<file path="src/rtl/f1_pkg.sv">
// f1_pkg: shared state type, constants and LFSR step for the F1 start-light sequencer and reaction timer
package f1_pkg;

    typedef enum logic [2:0] {
        IDLE,
        SEQ,
        HOLD,
        GO,
        DONE,
        FAULT
    } f1_rt_state_t;

    localparam logic [7:0] LIGHTS_ALL_ON = 8'hFF;
    localparam logic [6:0] LFSR_SEED     = 7'h01;

    // Fibonacci step for x^7 + x^3 + 1; a non-zero state never reaches zero
    function automatic logic [6:0] lfsr7_next(input logic [6:0] s);
        return {s[5:0], s[6] ^ s[2]};
    endfunction

endpackage

</file>
<file path="src/rtl/f1_lfsr7.sv">
// f1_lfsr7: free-running 7-bit maximal-length LFSR, reloaded with LFSR_SEED on rst
//   clk : rising-edge clock
//   rst : synchronous active-high reset
//   out : current LFSR state
module f1_lfsr7
    import f1_pkg::*;
(
    input  logic       clk,
    input  logic       rst,
    output logic [6:0] out
);

    always_ff @(posedge clk)
        out <= rst ? LFSR_SEED : lfsr7_next(out);

endmodule

</file>
<file path="src/rtl/f1_reaction_timer.sv">
// f1_reaction_timer: gates the start-light sequencer, holds all lights for a random delay, then times the driver's reaction
//   clk, rst      : rising-edge clock, synchronous active-high reset
//   tick          : 1 ms time-base pulse
//   trigger       : debounced driver button (level)
//   lights_in     : pattern from the sequencer
//   lights_en     : sequencer step enable
//   lights_out    : pattern shown on the display
//   react_ms      : last reaction time in ticks
//   result_valid  : react_ms holds a fresh result
//   jump_start    : driver pressed before lights-out
module f1_reaction_timer
    import f1_pkg::*;
#(
    parameter int MIN_DELAY_MS = 200,
    parameter int DELAY_SHIFT  = 3
) (
    input  logic        clk,
    input  logic        rst,
    input  logic        tick,
    input  logic        trigger,
    input  logic [7:0]  lights_in,
    output logic        lights_en,
    output logic [7:0]  lights_out,
    output logic [15:0] react_ms,
    output logic        result_valid,
    output logic        jump_start
);

    f1_rt_state_t state;
    logic         trig_q;
    logic         trig_edge;
    logic         hold_exit;
    logic [6:0]   lfsr;
    logic [15:0]  delay_cnt;
    logic [15:0]  delay_load;
    logic [15:0]  rt_cnt;

    f1_lfsr7 u_lfsr (
        .clk(clk),
        .rst(rst),
        .out(lfsr)
    );

    assign trig_edge  = trigger & ~trig_q;
    assign hold_exit  = trig_edge | (delay_cnt == '0);
    assign delay_load = 16'(MIN_DELAY_MS) + (16'(lfsr) << DELAY_SHIFT);

    // Leaving HOLD pulses lights_en once so the sequencer wraps from 0xFF back to 0x00
    always_comb begin
        lights_en  = (state == SEQ) ? tick : (state == HOLD) ? hold_exit : 1'b0;
        lights_out = (state == SEQ || state == HOLD) ? lights_in : 8'h00;
    end

    assign result_valid = (state == DONE);
    assign jump_start   = (state == FAULT);

    always_ff @(posedge clk) begin
        if (rst) begin
            state     <= IDLE;
            trig_q    <= 1'b0;
            delay_cnt <= '0;
            rt_cnt    <= '0;
            react_ms  <= '0;
        end else begin
            trig_q <= trigger;
            case (state)
                IDLE:  if (trig_edge) state <= SEQ;
                SEQ:   if (lights_in == LIGHTS_ALL_ON) begin
                           state     <= HOLD;
                           delay_cnt <= delay_load;
                       end
                // A press wins over expiry in the same cycle
                HOLD:  if (trig_edge) state <= FAULT;
                       else if (delay_cnt == '0) begin
                           state  <= GO;
                           rt_cnt <= '0;
                       end else if (tick) delay_cnt <= delay_cnt - 16'd1;
                // A tick coinciding with the press is not counted
                GO:    if (trig_edge) begin
                           state    <= DONE;
                           react_ms <= rt_cnt;
                       end else if (tick && rt_cnt != 16'hFFFF) rt_cnt <= rt_cnt + 16'd1;
                DONE:  if (trig_edge) state <= SEQ;
                FAULT: if (trig_edge) state <= IDLE;
                default: state <= IDLE;
            endcase
        end
    end

endmodule

</file>
<file path="config.mk">
export PLATFORM = sky130hd
export DESIGN_NAME = f1_reaction_timer
export DESIGN_NICKNAME = d
export VERILOG_FILES = /design/src/rtl/f1_pkg.sv /design/src/rtl/f1_lfsr7.sv /design/src/rtl/f1_reaction_timer.sv
export SDC_FILE = /design/constraint.sdc
export NUM_CORES = 1
export LEC_CHECK = 0
export ABC_AREA = 1
export BUFFER_PORTS_ARGS = -buffer_cell sky130_fd_sc_hd__buf_2
export CELL_PAD_IN_SITES_DETAIL_PLACEMENT = 0
export CELL_PAD_IN_SITES_GLOBAL_PLACEMENT = 1
export CORE_MARGIN = 4
export CORE_UTILIZATION = 40
export DETAILED_ROUTE_END_ITERATION = 10
export PLACE_DENSITY_LB_ADDON = 0.1
export SETUP_SLACK_MARGIN = 0.2
export SYNTH_ARGS = -nofsm -noshare
export SYNTH_HDL_FRONTEND = slang
export SYNTH_HIERARCHICAL = 1
export SYNTH_SLANG_ARGS = --single-unit
</file>
<file path="constraint.sdc">
create_clock -name clk -period 1.7 [get_ports clk]
set_input_delay 0.51 -clock clk [delete_from_list [all_inputs] [get_ports clk]]
set_output_delay 0.51 -clock clk [all_outputs]
set_load 0.005 [all_outputs]
</file>
==> metrics.md <==
| Metric | Value |
|---|---|
| Gate power share | `69.1%` |
| Post-Synthesis Cells | `558` |
| Cell Int Power | `5.629 mW` |
| Tot Pwr | `10.11 mW` |
| Die height | `99.88 um` |
| Placed Cells | `726` |
| Util after Layout | `64.96%` |
| Core area | `8217 um^2` |
| CP arrival | `1.40 ns` |
| Maximum VDD drop | `0.0008667 V` |
| Net count, final | `706` |
| Die ar. | `9976 um^2` |
| Core Rows | `33` |
| Final worst slack | `-0.2096 ns` |
| HP Class | `reg -> reg` |
| Gr ovfl total | `0` |
| Number of synthesized flops with an enable pin | `0` |
| Share of the synthesized area in the top cell type | `34.98%` |
| Die width | `99.88 um` |
| Worst skew pair latency | `0.34 ns` |
| Final hold violations | `0` |
| Synth cell types | `28` |
| Drt wl/cell | `13.86 um` |
| Crit start category | `flip-flop` |
| Critical-path maximum fanout | `8` |
| RePlAce Congestion | `0.8667` |
| Status | `finished, violations left` |
| CTS Root Buffer Type | `clkbuf_8` |
| Starting DRT DRC Count | `87` |
| CP endpoint kind | `primary output` |
| Flop pwr share | `19.5%` |
| Cell taking the most area after synthesis | `dfxtp_1` |
| Ranking of synthesized cells by area | `dfxtp_1 35%, nand2_1 16%, nor2_1 12%` |
| Post-route design area | `5338 um^2` |
| Pre-antenna DRT Iters | `4` |
| Io pins | `39` |
| DR vias/cell | `4.951` |
| Layout cells sized above 1 | `39.94%` |
| Largest net degree at the start of global routing | `32` |
| Lkg Pwr | `2.409 nW` |
| Filler cells | `756` |
| Worst-margin pin slew | `0.3037 ns` |
| WS Path Type | `reg -> out` |
| Antenna violations before repair | `0` |
| Clk pwr share | `11.3%` |
| Final Cycle Share | `112.3%` |
| CTS tree | `done` |
| CP required | `1.19 ns` |
| # Max-Cap Violations | `0` |
| Clock buffer depth | `2` |
| Post-route minimum period | `1.910 ns` |
| Dpl cell area | `4025 um^2` |
| Fin Setup TNS | `-1.879 ns` |
| # port buffers | `38` |
| DP Wirelength | `6623 um` |
| CTS Hold Bufs | `0` |
| Failing checks | `setup timing` |
| First-pass GRT wire length | `16320 um` |
| Highest Signal Layer | `met4` |
| Synth Warn # | `6` |
| Max Fclk | `0.5237 GHz` |
| Drt total wl | `11100 um` |
| Commonest non-fill, non-tap cells in the layout | `118 x nand2_1, 83 x nor2_1, 62 x buf_4, 59 x inv_1, 42 x dfxtp_1` |
| Vias | `3966` |
| DRC Markers | `0` |
| Total track usage | `20.17%` |
| Number of global-route vias before repair | `3672` |
| Number of nets with antenna violations after routing | `0` |
| Initial Util | `41.10%` |
| H-tree depth | `3` |
| FF+latch count, synth | `59` |
| Met2 WL | `5952 um` |
| Seq/Total Area, Yosys | `34.98%` |
| Met1 wire length | `4577 um` |
| Clk sinks | `59` |
| Syn Nets | `573` |
| Post-Syn Area | `3377 um^2` |
| Number of endpoints failing setup at the final stage | `17` |
| Syn-to-layout area delta | `58.06%` |
| Number of CTS-inserted buffers | `9` |
| Slew HR | `79.54%` |
| Diode count | `0` |
| RSZ-0062 raised after global routing | `yes` |
| Psw | `4.480 mW` |
| WL met3 | `328 um` |
| Layout Cells excl Fill | `801` |
| PwrDens | `1894 nW/um^2` |
| Sw Share | `44.32%` |
| Slew Viols, Final | `0` |
| CTS clock-pin slew for the worst setup and hold paths | `0.07 ns` |
| Top FF cell, synth | `dfxtp_1` |
| Avg Cell Area, Syn | `6.052 um^2` |
| Fin Clk Skew | `0.004648 ns` |
| Commonest non-fill, non-tap cell in the layout | `nand2_1` |
| Ys async rst share | `0%` |
==> through the flow <==
step	hold slack, ns	setup slack, ns
finish	0.4480	-0.2096
floorplan	0.4163	0.1237
global route	0.4731	-0.2640
CTS	0.4502	-0.1519
global placement	0.4297	-0.04147
detailed placement	0.4402	-0.05046
==> synth_stat cells, types with 3 or more instances <==
library cell	n
a21oi_1	36
buf_2	6
clkbuf_1	9
dfxtp_1	59
ha_1	3
inv_1	67
inv_2	4
nand2_1	145
nand2_2	4
nand2_4	3
nand3_1	45
nand4_1	7
nor2_1	111
nor3_1	8
o21ai_0	32
o21ai_1	3
xor2_1	3
==> kinds of logic (layout without fill, tap and decap cells) <==
| family | Yosys count | in the layout | synth area share [%] |
|---|---|---|---|
| AO/OA/AOI/OAI | 74 | 74 | 11.45 |
| flip-flops | 59 | 59 | 34.98 |
| XOR/XNOR | 4 | 4 | 1.038 |
| adder cells (fa/ha/maj) | 3 | 3 | 1.112 |
| multiplexers | 1 | 1 | 0.2964 |
| buffers and inverters | 89 | 225 | 10.60 |
| AND/OR/NAND/NOR | 328 | 330 | 40.53 |
==> routing by layer <==
metal | track usage (%) | vias to the layer above
met1 | 23.08 | 1844
met2 | 37.46 | 76
met4 | 7.563 | 0
met5 | 0 | -
met3 | 3.127 | 22
li1 | - | 2024
==> critical path, stage by stage, from the launching register on <==
cell     delay (ns)
dfxtp_4        0.42
nand2_4        0.06
nor2_4         0.14
inv_4          0.07
nand2_4        0.09
inv_8          0.06
nor2_2         0.09
buf_2          0.12
==> flip-flops by register name, indices dropped and copies added (netlist names) <==
register	count
delay_cnt	16
react_ms	16
rt_cnt	16
u_lfsr/out	7
state	3
trig_q	1
==> worst paths after layout <==
| path | depth (start not counted) | to | from | slack, ns |
|---|---|---|---|---|
| min reg2reg | 2 | u_lfsr/out[5] | u_lfsr/out[4] | 0.45 |
| min | 2 | u_lfsr/out[5] | u_lfsr/out[4] | 0.45 |
| max reg2reg | 15 | delay_cnt[12] | delay_cnt[10] | -0.03 |
| max | 7 | lights_out[2] | state[1] | -0.21 |
==> power by group through the flow <==
| stage | registers [mW] | logic, mW | clock network [mW] |
|---|---|---|---|
| 5_1_grt | 2.00 | 7.53 | 1.23 |
| 6_report | 1.97 | 6.99 | 1.15 |
| 3_5_place_dp | 1.88 | 3.73 | 0 |
| 3_3_place_gp | 1.88 | 3.69 | 0 |
| 4_1_cts | 1.94 | 5.34 | 1.18 |
| 2_1_floorplan | 1.88 | 2.58 | 0 |
==> what timing repair did <==
action                     in CTS  in global routing
cloned                          2                  5
setup buffers                  33                 19
pin swaps                      31                 43
setup endpoints to repair      59                 62
gates resized for setup        91                 97
==> final cells by class <==
class / count / area [um^2] / share of cell area [%]
clock buffers: 14 / 152.6 / 2.860
repair inverters: 1 / 8.758 / 0.1641
flip-flops and latches: 59 / 1210 / 22.67
inverters: 72 / 317.8 / 5.954
well taps: 105 / 131.4 / 2.461
clock inverters: 2 / 12.51 / 0.2344
multi-input cells: 412 / 2346 / 43.95
repair buffers: 136 / 1159 / 21.71
No activity file was read; power rests on OpenSTA's default activity.
